<file path="src/rtl/seg_pkg.sv">
// Shared glyph constants and FSM state type for the 7-segment scan controller.
package seg_pkg;

    // Active-high glyphs, bit order gfedcba.
    localparam logic [7:0] SEG_0     = 8'h3F;
    localparam logic [7:0] SEG_1     = 8'h06;
    localparam logic [7:0] SEG_2     = 8'h5B;
    localparam logic [7:0] SEG_3     = 8'h4F;
    localparam logic [7:0] SEG_4     = 8'h66;
    localparam logic [7:0] SEG_5     = 8'h6D;
    localparam logic [7:0] SEG_6     = 8'h7D;
    localparam logic [7:0] SEG_7     = 8'h07;
    localparam logic [7:0] SEG_8     = 8'h7F;
    localparam logic [7:0] SEG_9     = 8'h6F;
    localparam logic [7:0] SEG_BLANK = 8'h00;
    localparam logic [7:0] SEG_DASH  = 8'h40;

    typedef enum logic {
        ST_BLANK = 1'b0,
        ST_DRIVE = 1'b1
    } state_e;

endpackage

</file>
<file path="src/rtl/seg_decode.sv">
// Combinational BCD nibble + decimal point to active-high segment glyph.
module seg_decode
    import seg_pkg::*;
(
    input  logic [3:0] nibble_i,
    input  logic       dp_i,
    output logic [7:0] glyph_o
);

    logic [7:0] base;

    always_comb begin
        base = SEG_BLANK;
        case (nibble_i)
            4'h0:    base = SEG_0;
            4'h1:    base = SEG_1;
            4'h2:    base = SEG_2;
            4'h3:    base = SEG_3;
            4'h4:    base = SEG_4;
            4'h5:    base = SEG_5;
            4'h6:    base = SEG_6;
            4'h7:    base = SEG_7;
            4'h8:    base = SEG_8;
            4'h9:    base = SEG_9;
            4'hF:    base = SEG_DASH;
            default: base = SEG_BLANK;
        endcase
        glyph_o = {dp_i, 7'b0} | base;
    end

endmodule

</file>
<file path="src/rtl/seg_scan_ctrl.sv">
// Four-digit common-anode scan controller: value handshake, blank/drive FSM,
// 16-step PWM brightness and registered active-low pin outputs.
module seg_scan_ctrl
    import seg_pkg::*;
#(
    parameter int unsigned DWELL_CYCLES = 16000,
    parameter int unsigned BLANK_CYCLES = 64
) (
    input  logic        CLK,
    input  logic        RST_N,
    input  logic [15:0] value,
    input  logic [3:0]  dp,
    input  logic        value_valid,
    output logic        value_ready,
    input  logic [3:0]  bright,
    output logic [7:0]  seg_n,
    output logic [3:0]  dig,
    output logic        frame_start
);

    localparam int unsigned CNT_MAX = (DWELL_CYCLES > BLANK_CYCLES) ? DWELL_CYCLES : BLANK_CYCLES;
    localparam int unsigned CW      = $clog2(CNT_MAX);

    state_e          state_q, state_d;
    logic [1:0]      idx_q, idx_d;
    logic [CW-1:0]   cnt_q, cnt_d;

    logic            pend_full_q;
    logic [15:0]     pend_val_q, act_val_q;
    logic [3:0]      pend_dp_q, act_dp_q;

    logic [7:0]      seg_q, seg_d;
    logic [3:0]      dig_q, dig_d;
    logic            fs_q, fs_d;

    logic            boundary;
    logic            xfer;
    logic [7:0]      glyph;

    assign value_ready = ~pend_full_q;
    assign xfer        = value_valid && value_ready;
    assign boundary    = (state_q == ST_BLANK) && (idx_q == 2'd0) && (cnt_q == '0);

    seg_decode u_decode (
        .nibble_i (act_val_q[idx_q*4 +: 4]),
        .dp_i     (act_dp_q[idx_q]),
        .glyph_o  (glyph)
    );

    always_comb begin
        state_d = state_q;
        idx_d   = idx_q;
        cnt_d   = cnt_q + 1'b1;
        if (state_q == ST_BLANK) begin
            if (cnt_q == CW'(BLANK_CYCLES - 1)) begin
                state_d = ST_DRIVE;
                cnt_d   = '0;
            end
        end else if (cnt_q == CW'(DWELL_CYCLES - 1)) begin
            state_d = ST_BLANK;
            idx_d   = idx_q + 2'd1;
            cnt_d   = '0;
        end
    end

    // Outputs are a registered image of the current FSM cycle.
    always_comb begin
        dig_d = '0;
        seg_d = '1;
        fs_d  = boundary;
        if (state_q == ST_DRIVE) begin
            dig_d = 4'b0001 << idx_q;
            if (cnt_q[3:0] <= bright)
                seg_d = ~glyph;
        end
    end

    always_ff @(posedge CLK or negedge RST_N) begin
        if (!RST_N) begin
            state_q     <= ST_BLANK;
            idx_q       <= '0;
            cnt_q       <= '0;
            pend_full_q <= 1'b0;
            pend_val_q  <= '0;
            pend_dp_q   <= '0;
            act_val_q   <= '0;
            act_dp_q    <= '0;
            seg_q       <= '1;
            dig_q       <= '0;
            fs_q        <= 1'b0;
        end else begin
            state_q <= state_d;
            idx_q   <= idx_d;
            cnt_q   <= cnt_d;
            seg_q   <= seg_d;
            dig_q   <= dig_d;
            fs_q    <= fs_d;
            // Copy and load are exclusive: a full slot deasserts ready.
            if (boundary && pend_full_q) begin
                act_val_q   <= pend_val_q;
                act_dp_q    <= pend_dp_q;
                pend_full_q <= 1'b0;
            end else if (xfer) begin
                pend_val_q  <= value;
                pend_dp_q   <= dp;
                pend_full_q <= 1'b1;
            end
        end
    end

    assign seg_n       = seg_q;
    assign dig         = dig_q;
    assign frame_start = fs_q;

endmodule

</file>
<file path="config.mk">
export PLATFORM = sky130hd
export DESIGN_NAME = seg_scan_ctrl
export DESIGN_NICKNAME = d
export VERILOG_FILES = /design/src/rtl/seg_pkg.sv /design/src/rtl/seg_decode.sv /design/src/rtl/seg_scan_ctrl.sv
export SDC_FILE = /design/constraint.sdc
export NUM_CORES = 1
export LEC_CHECK = 0
export CORE_ASPECT_RATIO = 0.5
export CORE_MARGIN = 4
export CORE_UTILIZATION = 41
export DETAILED_ROUTE_END_ITERATION = 10
export GPL_TIMING_DRIVEN = 0
export HOLD_SLACK_MARGIN = 0.15
export PLACE_DENSITY = 0.66
export SLEW_MARGIN = 5
export SYNTH_ARGS = -nofsm -noshare
export SYNTH_HDL_FRONTEND = slang
export SYNTH_HIERARCHICAL = 1
export SYNTH_SLANG_ARGS = --single-unit
export TNS_END_PERCENT = 1
</file>
<file path="constraint.sdc">
create_clock -name CLK -period 3.9 [get_ports CLK]
set_input_delay 0.78 -clock CLK [delete_from_list [all_inputs] [get_ports CLK]]
set_output_delay 0.78 -clock CLK [all_outputs]
set_load 0.1 [all_outputs]
</file>
==> results.json, run 1 <==
{
  "grt_max_degree": 72,
  "cts_resized": 0,
  "drive_gt1_share_pct": 28.06,
  "antenna_found_initial": 0,
  "synth_cells": 254,
  "placed_cells_incl_taps": 406,
  "required_ns": 3.12,
  "crit_type": "reg -> out",
  "hold_depth": 1,
  "wl_per_cell_um": 15.37,
  "die_w_um": 136.4,
  "cap_violations": 0,
  "max_slew_margin_pct": 34.25,
  "cts-buffers-inserted": 9,
  "crit_end": "value_ready",
  "power.density_nw_per_um2": 436.3,
  "fp.dieH_um": 72.22,
  "synthFlopType": "dfrtp_1",
  "synth-edff-count": 0,
  "hold_viol_final": 0,
  "clk_path_buf_depth": 2,
  "rsz0062_at_grt": "no",
  "final_cells": 422,
  "cp-end-kind": "output pin",
  "synthArstFlopShare_pct": 100.0,
  "worst_pin_slew_ns": 0.9831,
  "syn-num-nets": 298,
  "clock_latency_ns": 0.34,
  "cts_sinks": 71,
  "rrSetupSlack_ns": 1.17,
  "startpoint": "pend_full_q",
  "routed_wirelength_um": 6485,
  "fin_crit_sh_pct": 71.42,
  "p_leak_nw": 1.823,
  "crit_fanout": 3,
  "max_freq_ghz": 0.3590,
  "clk_pin_slew_worst_paths_ns": 0.06,
  "pin_count": 41,
  "synth.avg_cell_area_um2": 13.31,
  "synth-seq-area-share_pct": 52.83,
  "cts_root_buf": "clkbuf_16",
  "num_vias": 2068,
  "grt_usage_pct": 14.81,
  "rr_endpoint": "act_val_q[2]",
  "r2r_cells": 8,
  "first_pass_iters": 4,
  "cts_tree": "yes",
  "core_area_um2": 8000,
  "drc": 0,
  "min_path_type": "reg -> reg",
  "setup_viol": 0,
  "finalCriticalPeriod_ns": 2.785,
  "drt_iter0_markers": 109,
  "drtAntennaViolNets": 0,
  "arrival_ns": 2.01,
  "syn-cell-area_um2": 3382,
  "yosysWarnings": 6,
  "via_per_inst": 4.900,
  "place_congestion": 0.8092,
  "num_rows": 23,
  "cts_hold_buf": 0,
  "fill_cells": 693,
  "post_cts_buffers": 0,
  "place_hpwl_um": 4588,
  "max-vdd-ir-drop_v": 0.0002029,
  "grt_pass1_wl_um": 10990,
  "start_util_pct": 42.27,
  "total_power_mw": 1.834,
  "portBuffers": 40,
  "synth_cell_type_count": 42,
  "area_growth_pct": 24.31,
  "h-tree-depth": 3,
  "final_max_slew_viol_count": 0,
  "first_global_vias": 2217,
  "multi_input_area_um2": 1494,
  "ys_ff_latch": 71,
  "grt_overflow_total": 0,
  "reg2reg_from": "idx_q[0]",
  "status": "completed",
  "num-nets-final": 349,
  "die_area_um2": 9854,
  "skew_ns": 0.005721,
  "antenna_cells": 0,
  "cp-start-kind": "flip-flop",
  "seqCellArea_um2": 1787
}
-- registers in the layout (all words and copies together) (netlist names) --
register	cells
pend_dp_q	4
dig	4
cnt_q	14
pend_val_q	16
act_dp_q	4
seg_n	8
state_q	1
idx_q	2
frame_start	1
act_val_q	16
pend_full_q	1
-- power breakdown --
part | internal [mW] | switching, mW
clock | 0.463 | 0.303
combinational | 0.116 | 0.0726
sequential | 0.830 | 0.0488
-- worst min-delay path by stage --
stage / start / to / slack, ns
after floorplan: RST_N / act_dp_q[0] / 0.48
after global placement: pend_val_q[12] / act_val_q[12] / 0.49
after detailed placement: act_val_q[11] / act_val_q[11] / 0.49
after CTS: pend_val_q[12] / act_val_q[12] / 0.50
after global routing: pend_val_q[12] / act_val_q[12] / 0.52
final: pend_val_q[13] / act_val_q[13] / 0.50
-- layout make-up --
cell class / instances / share of cell area [%]
Inverter: 15 / 1.339
Clock inverter: 5 / 0.7440
Buffer: 7 / 1.071
Sequential cell: 71 / 42.50
Clock buffer: 11 / 6.012
Tap cell: 112 / 3.333
Timing Repair Buffer: 40 / 9.464
Multi-Input combinational cell: 161 / 35.54
-- per-layer routing --
layer	global-route usage, %	routed length, um	share of wire (%)
met1	17.55	2859	44
met2	24.77	3294	51
met3	5.886	235	3.6
met4	5.363	95	1.5
met5	0	0	0
-- critical path: stages, from the launching register on --
cell             delay (ns)
dfrtp_1                0.37
inv_1                  0.14
clkdlybuf4s50_1        1.16
-- metrics by stage --
step / setup WS [ns] / TNS, ns / hold slack (ns) / area, um2 / util [%]
floorplan: 1.573 / 0 / 0.4764 / 3382 / -
global placement: -0.1557 / -9.611 / 0.4871 / 3923 / 49.03
detailed placement: 1.123 / 0 / 0.4923 / 3920 / 49.00
CTS: 1.090 / 0 / 0.5028 / 4204 / 52.55
global route: 1.002 / 0 / 0.5185 / 4204 / 52.55
finish: 1.115 / 0 / 0.4984 / 4204 / 52.55
-- cell usage in the layout, fill, tap and decap left out, types with 3 or more instances in the layout --
| master | n |
|---|---|
| dfrtp_1 | 63 |
| clkdlybuf4s50_1 | 39 |
| mux2_4 | 20 |
| mux2_2 | 20 |
| ha_1 | 17 |
| nand3_1 | 15 |
| inv_1 | 14 |
| nor2_1 | 13 |
| clkbuf_16 | 9 |
| nand2_1 | 8 |
| dfstp_2 | 8 |
| xnor2_1 | 7 |
| nand4_1 | 6 |
| xor2_1 | 5 |
| and2_1 | 5 |
| o21ai_0 | 5 |
| mux4_2 | 5 |
| nor2b_1 | 4 |
| clkbuf_1 | 3 |
| nor4_1 | 3 |
| a21oi_2 | 3 |
| a21oi_1 | 3 |
| clkinv_2 | 3 |
-- cell usage after synthesis (2+ instances only) --
cell | number | share of area [%]
xnor2_1 | 7 | 1.8
buf_6 | 2 | 0.67
o21ai_0 | 5 | 0.74
nor2b_1 | 4 | 0.74
mux2_4 | 20 | 8.9
nor2_1 | 13 | 1.4
o22ai_1 | 2 | 0.37
a21oi_1 | 3 | 0.44
nand4_1 | 6 | 1.1
dfstp_2 | 8 | 6.2
mux2_2 | 20 | 6.7
mux4_2 | 5 | 3.3
clkbuf_1 | 3 | 0.33
nand2_1 | 8 | 0.89
ha_1 | 17 | 6.3
o21ai_2 | 2 | 0.52
xor2_1 | 5 | 1.3
and2_1 | 5 | 0.92
nor4_1 | 3 | 0.55
and3_1 | 2 | 0.37
a21oi_2 | 3 | 0.78
inv_1 | 14 | 1.6
nand3_1 | 15 | 2.2
nor3_1 | 2 | 0.30
dfrtp_1 | 63 | 47
-- cells by family after synthesis --
| group | share of synthesized area, % |
|---|---|
| and+or+nand+nor | 11.73 |
| xor gates and xnor gates | 3.108 |
| muxes | 19.20 |
| AOI/OAI and AO/OA | 3.848 |
| adders and majority gates | 6.289 |
| buffers and inverters | 2.996 |
| DFF | 52.83 |
Power figures use the tool's default switching activity.
==> inputs of run 2 (changes only) <==
--- a/config.mk
+++ b/config.mk
@@ -11,7 +11,7 @@
 export DETAILED_ROUTE_END_ITERATION = 10
 export GPL_TIMING_DRIVEN = 0
 export HOLD_SLACK_MARGIN = 0.15
-export PLACE_DENSITY = 0.66
+export PLACE_DENSITY = 0.68
 export SLEW_MARGIN = 5
 export SYNTH_ARGS = -nofsm -noshare
 export SYNTH_HDL_FRONTEND = slang
==> constraint.sdc (replaced) <==
create_clock -name CLK -period 2.2 [get_ports CLK]
set_input_delay 0.44 -clock CLK [delete_from_list [all_inputs] [get_ports CLK]]
set_output_delay 0.44 -clock CLK [all_outputs]
set_load 0.1 [all_outputs]
==> results.json, run 2 (synthesized netlist as in run 1, its figures left out) <==
{
  "cp-end-kind": "flip-flop",
  "portBuffers": 40,
  "required_ns": 2.41,
  "cts_tree": "yes",
  "rsz0062_at_grt": "yes",
  "max-vdd-ir-drop_v": 0.0004545,
  "clk_path_buf_depth": 2,
  "r2r_cells": 8,
  "routed_wirelength_um": 6780,
  "fin_crit_sh_pct": 108.6,
  "final_cell_mix": "62 x dfrtp_1, 25 x clkdlybuf4s50_1, 20 x mux2_4, 20 x mux2_2, 16 x ha_1",
  "cap_violations": 0,
  "final_cells": 431,
  "first_global_vias": 2364,
  "grt_max_degree": 72,
  "cts_root_buf": "clkbuf_16",
  "num-nets-final": 358,
  "crit_fanout": 5,
  "num_rows": 23,
  "cts_sinks": 71,
  "layout_commonest_cell": "dfrtp_1",
  "grt_usage_pct": 15.28,
  "pin_count": 41,
  "h-tree-depth": 3,
  "antenna_found_initial": 0,
  "arrival_ns": 2.60,
  "skew_ns": 0.006652,
  "first_pass_iters": 4,
  "cp-start-kind": "flip-flop",
  "max_freq_ghz": 0.4186,
  "drive_gt1_share_pct": 32.29,
  "drt_iter0_markers": 116,
  "hold_ws_ns": 0.2396,
  "final_max_slew_viol_count": 0,
  "largestRegisters": "act_val_q: 16 flops, pend_val_q: 16 flops, cnt_q: 14 flops",
  "drtAntennaViolNets": 0,
  "p_leak_nw": 1.922,
  "design_area_um2": 4332,
  "crit_type": "reg -> reg",
  "rrSetupSlack_ns": -0.19,
  "tns_ns": -3.265,
  "fp.dieH_um": 72.22,
  "worst_pin_slew_ns": 0.9647,
  "hold_viol_final": 0,
  "start_util_pct": 42.27,
  "area_growth_pct": 28.08,
  "total_power_mw": 3.438,
  "finalCriticalPeriod_ns": 2.389,
  "max_slew_margin_pct": 35.94,
  "power.density_nw_per_um2": 793.8,
  "cts-buffers-inserted": 9,
  "setup_viol": 20,
  "core_area_um2": 8000,
  "via_per_inst": 4.961,
  "place_area_um2": 3945,
  "status": "finished with violations",
  "die_w_um": 136.4,
  "reg2reg_from": "idx_q[0]",
  "placed_cells_incl_taps": 406,
  "place_hpwl_um": 4571,
  "antenna_cells": 0,
  "wl_per_cell_um": 15.73,
  "grt_overflow_total": 0,
  "place_congestion": 0.8001,
  "num_vias": 2138,
  "drc": 0,
  "cts_hold_buf": 0,
  "clk_pin_slew_worst_paths_ns": 0.05,
  "violations": "negative setup slack",
  "rr_endpoint": "act_val_q[5]",
  "min_path_type": "in -> async",
  "fill_cells": 687,
  "worst_slack_ns": -0.1890,
  "clock_latency_ns": 0.33,
  "grt_pass1_wl_um": 11610,
  "die_area_um2": 9854
}
[run 2: cell types whose count changed in the layout (fill, tap and decap cells not counted), sizes merged]
| cell | previous run | this run |
|---|---|---|
| clkdlybuf4s50 | 39 | 25 |
| dlygate4sd2 | 0 | 14 |
| buf | 5 | 14 |
| bufinv | 0 | 2 |
| clkinv | 3 | 2 |
| inv | 16 | 15 |
[run 2: worst max-delay path by stage]
stage	from	end	slack, ns	cells past startpoint
2_1_floorplan	idx_q[0]	act_dp_q[0]	0.0006	8
3_3_place_gp	RST_N	act_val_q[4]	-1.50	1
5_1_grt	idx_q[0]	act_val_q[5]	-0.27	8
4_1_cts	idx_q[0]	act_val_q[6]	-0.23	9
6_report	idx_q[0]	act_val_q[5]	-0.19	8
3_5_place_dp	idx_q[1]	act_val_q[5]	-0.38	7
[run 2: final cells by class]
| class | count | area, um2 | area share [%] |
|---|---|---|---|
| Multi-Input combinational cell | 161 | 1516 | 35.01 |
| Tap cell | 112 | 140.1 | 3.235 |
| Clock inverter | 5 | 81.33 | 1.878 |
| Clock buffer | 11 | 242.7 | 5.604 |
| Timing Repair Buffer | 50 | 459.2 | 10.60 |
| Sequential cell | 71 | 1788 | 41.28 |
| Buffer | 6 | 45.04 | 1.040 |
| Inverter | 15 | 58.81 | 1.358 |
[run 2: repair_timing]
| action | CTS | global route |
|---|---|---|
| hold endpoints to repair | 0 | 0 |
| pin swaps | 1 | 1 |
| cloned | 2 | 0 |
| buffers inserted | 6 | 3 |
| resized for setup | 21 | 4 |
| setup endpoints to repair | 34 | 22 |
[run 2: layer usage]
metal,global-route usage (%),vias up,wire [um],share of wire (%)
li1,-,1009,-,-
met1,17.79,1081,2908,43
met2,27.34,40,3525,52
met5,0,-,0,0
met3,5.194,8,264,3.9
met4,4.022,0,81,1.2
[run 2: worst max-delay path, stage by stage (launching register included)]
cell	delay, ns
dfrtp_1	0.42
inv_4	0.09
ha_4	0.13
or4b_4	0.47
nor3b_4	0.28
nor3b_4	0.30
buf_6	0.15
buf_8	0.13
mux2_4	0.30
[run 2: report_power, final]
part	internal, mW	switching (mW)	leakage [nW]
Sequential	1.47	0.0892	0.877
Combinational	0.206	0.127	0.890
Clock	1.02	0.522	0.156
[run 2: stage by stage]
step / util, % / setup WS [ns]
3_5_place_dp: 49.31 / -0.3768
4_1_cts: 54.14 / -0.2342
5_1_grt: 54.14 / -0.2668
3_3_place_gp: 49.34 / -1.497
2_1_floorplan: - / 0.0006475
6_report: 54.14 / -0.1890
==> inputs of run 3 (changes only) <==
--- a/config.mk
+++ b/config.mk
@@ -12,6 +12,7 @@
 export GPL_TIMING_DRIVEN = 0
 export HOLD_SLACK_MARGIN = 0.15
 export PLACE_DENSITY = 0.68
+export SKIP_CTS_REPAIR_TIMING = 1
 export SLEW_MARGIN = 5
 export SYNTH_ARGS = -nofsm -noshare
 export SYNTH_HDL_FRONTEND = slang
==> results.json, run 3 (synthesized netlist as in run 1, its figures left out) <==
{
  "num-nets-final": 355,
  "num_rows": 23,
  "via_per_inst": 4.930,
  "cap_violations": 0,
  "start_util_pct": 42.27,
  "antenna_cells": 0,
  "cp-start-kind": "flip-flop",
  "drive_gt1_share_pct": 30.70,
  "total_power_mw": 3.443,
  "max-vdd-ir-drop_v": 0.0004562,
  "cts_tree": "yes",
  "worst_pin_slew_ns": 0.9826,
  "wl_per_cell_um": 15.91,
  "core_area_um2": 8000,
  "area_growth_pct": 29.60,
  "crit_fanout": 5,
  "layout_commonest_cell": "dfrtp_1",
  "cts-buffers-inserted": 9,
  "skew_ns": 0.007214,
  "hold_ws_ns": 0.2415,
  "portBuffers": 40,
  "clk_pin_slew_worst_paths_ns": 0.05,
  "tns_ns": -2.620,
  "grt_usage_pct": 14.90,
  "cp-end-kind": "flip-flop",
  "rsz0062_at_grt": "yes",
  "pin_count": 41,
  "finalCriticalPeriod_ns": 2.344,
  "drtAntennaViolNets": 0,
  "seqCellArea_um2": 1788,
  "p_leak_nw": 2.010,
  "drc": 0,
  "final_max_slew_viol_count": 0,
  "status": "finished with violations",
  "crit_type": "reg -> reg",
  "min_path_type": "in -> async",
  "rrSetupSlack_ns": -0.14,
  "drt_iter0_markers": 107,
  "fin_crit_sh_pct": 106.6,
  "cts_sinks": 71,
  "worst_slack_ns": -0.1443,
  "die_area_um2": 9854,
  "first_global_vias": 2301,
  "final_cell_mix": "62 x dfrtp_1, 25 x clkdlybuf4s50_1, 20 x mux2_4, 20 x mux2_2, 16 x ha_1",
  "fill_cells": 670,
  "clock_latency_ns": 0.33,
  "max_slew_margin_pct": 34.39,
  "power.density_nw_per_um2": 785.5,
  "die_w_um": 136.4,
  "cts_root_buf": "clkbuf_16",
  "grt_max_degree": 72,
  "fp.dieH_um": 72.22,
  "clk_path_buf_depth": 2,
  "num_vias": 2110,
  "setup_viol": 20,
  "first_pass_iters": 4,
  "fin_util_pct": 54.79,
  "multi_input_area_um2": 1516,
  "dpl_worst_slack_ns": -0.3768,
  "h-tree-depth": 3,
  "routed_wirelength_um": 6811,
  "required_ns": 2.41,
  "max_freq_ghz": 0.4266,
  "grt_pass1_wl_um": 11320,
  "place_congestion": 0.8001,
  "arrival_ns": 2.55,
  "largestRegisters": "act_val_q: 16 flops, pend_val_q: 16 flops, cnt_q: 14 flops",
  "antenna_found_initial": 0,
  "place_hpwl_um": 4571,
  "hold_viol_final": 0,
  "grt_overflow_total": 0,
  "violations": "negative setup slack"
}
## run 3: cell count changes in the layout (fill, tap and decap cells not counted), sizes merged
cell and delta:
buf -2, dlygate4sd2 -14, dlymetal6s2s +14, clkbuf -1
## run 3: layer usage
metal  part of all wire [%]  wire length (um)  global-route usage, %
met2                     51              3487                  26.41
met1                     44              2986                  17.43
met5                      0                 0                      0
met4                    1.2                81                  4.022
met3                    3.8               256                  5.194
## run 3: worst max-delay path, cell delays in order (launching register included)
cell,delay [ns]
dfrtp_1,0.40
buf_8,0.13
inv_6,0.05
ha_4,0.12
or4b_4,0.46
nor3b_4,0.24
nor3b_4,0.22
buf_6,0.15
buf_6,0.14
mux2_4,0.30
## run 3: metrics by stage
stage	std cells	instance area (um2)
3_5_place_dp	406	3945
3_3_place_gp	406	3948
2_1_floorplan	254	3407
6_report	428	4383
4_1_cts	422	4269
5_1_grt	428	4383
## run 3: area by class of cell
type / count / area share, %
Buffer: 7 / 1.456
Inverter: 15 / 1.399
Tap cell: 112 / 3.197
Multi-Input combinational cell: 161 / 34.60
Timing Repair Buffer: 46 / 11.16
Clock buffer: 11 / 5.538
Sequential cell: 71 / 40.79
Clock inverter: 5 / 1.856
## run 3: power breakdown
group          switching, mW  internal [mW]  total, mW
logic                  0.127          0.207      0.333
registers             0.0907           1.47       1.56
clock network          0.525           1.02       1.55
## run 3: worst paths after layout
path / from / to / cells after the start
worst max register to register: idx_q[0] / act_val_q[4] / 9
max in group asynchronous: RST_N / idx_q[1] / 1
worst min register to register: pend_val_q[9] / act_val_q[9] / 1
min in group CLK: pend_val_q[9] / act_val_q[9] / 1
worst max-delay path: idx_q[0] / act_val_q[4] / 9
worst min-delay path: RST_N / pend_dp_q[1] / 1
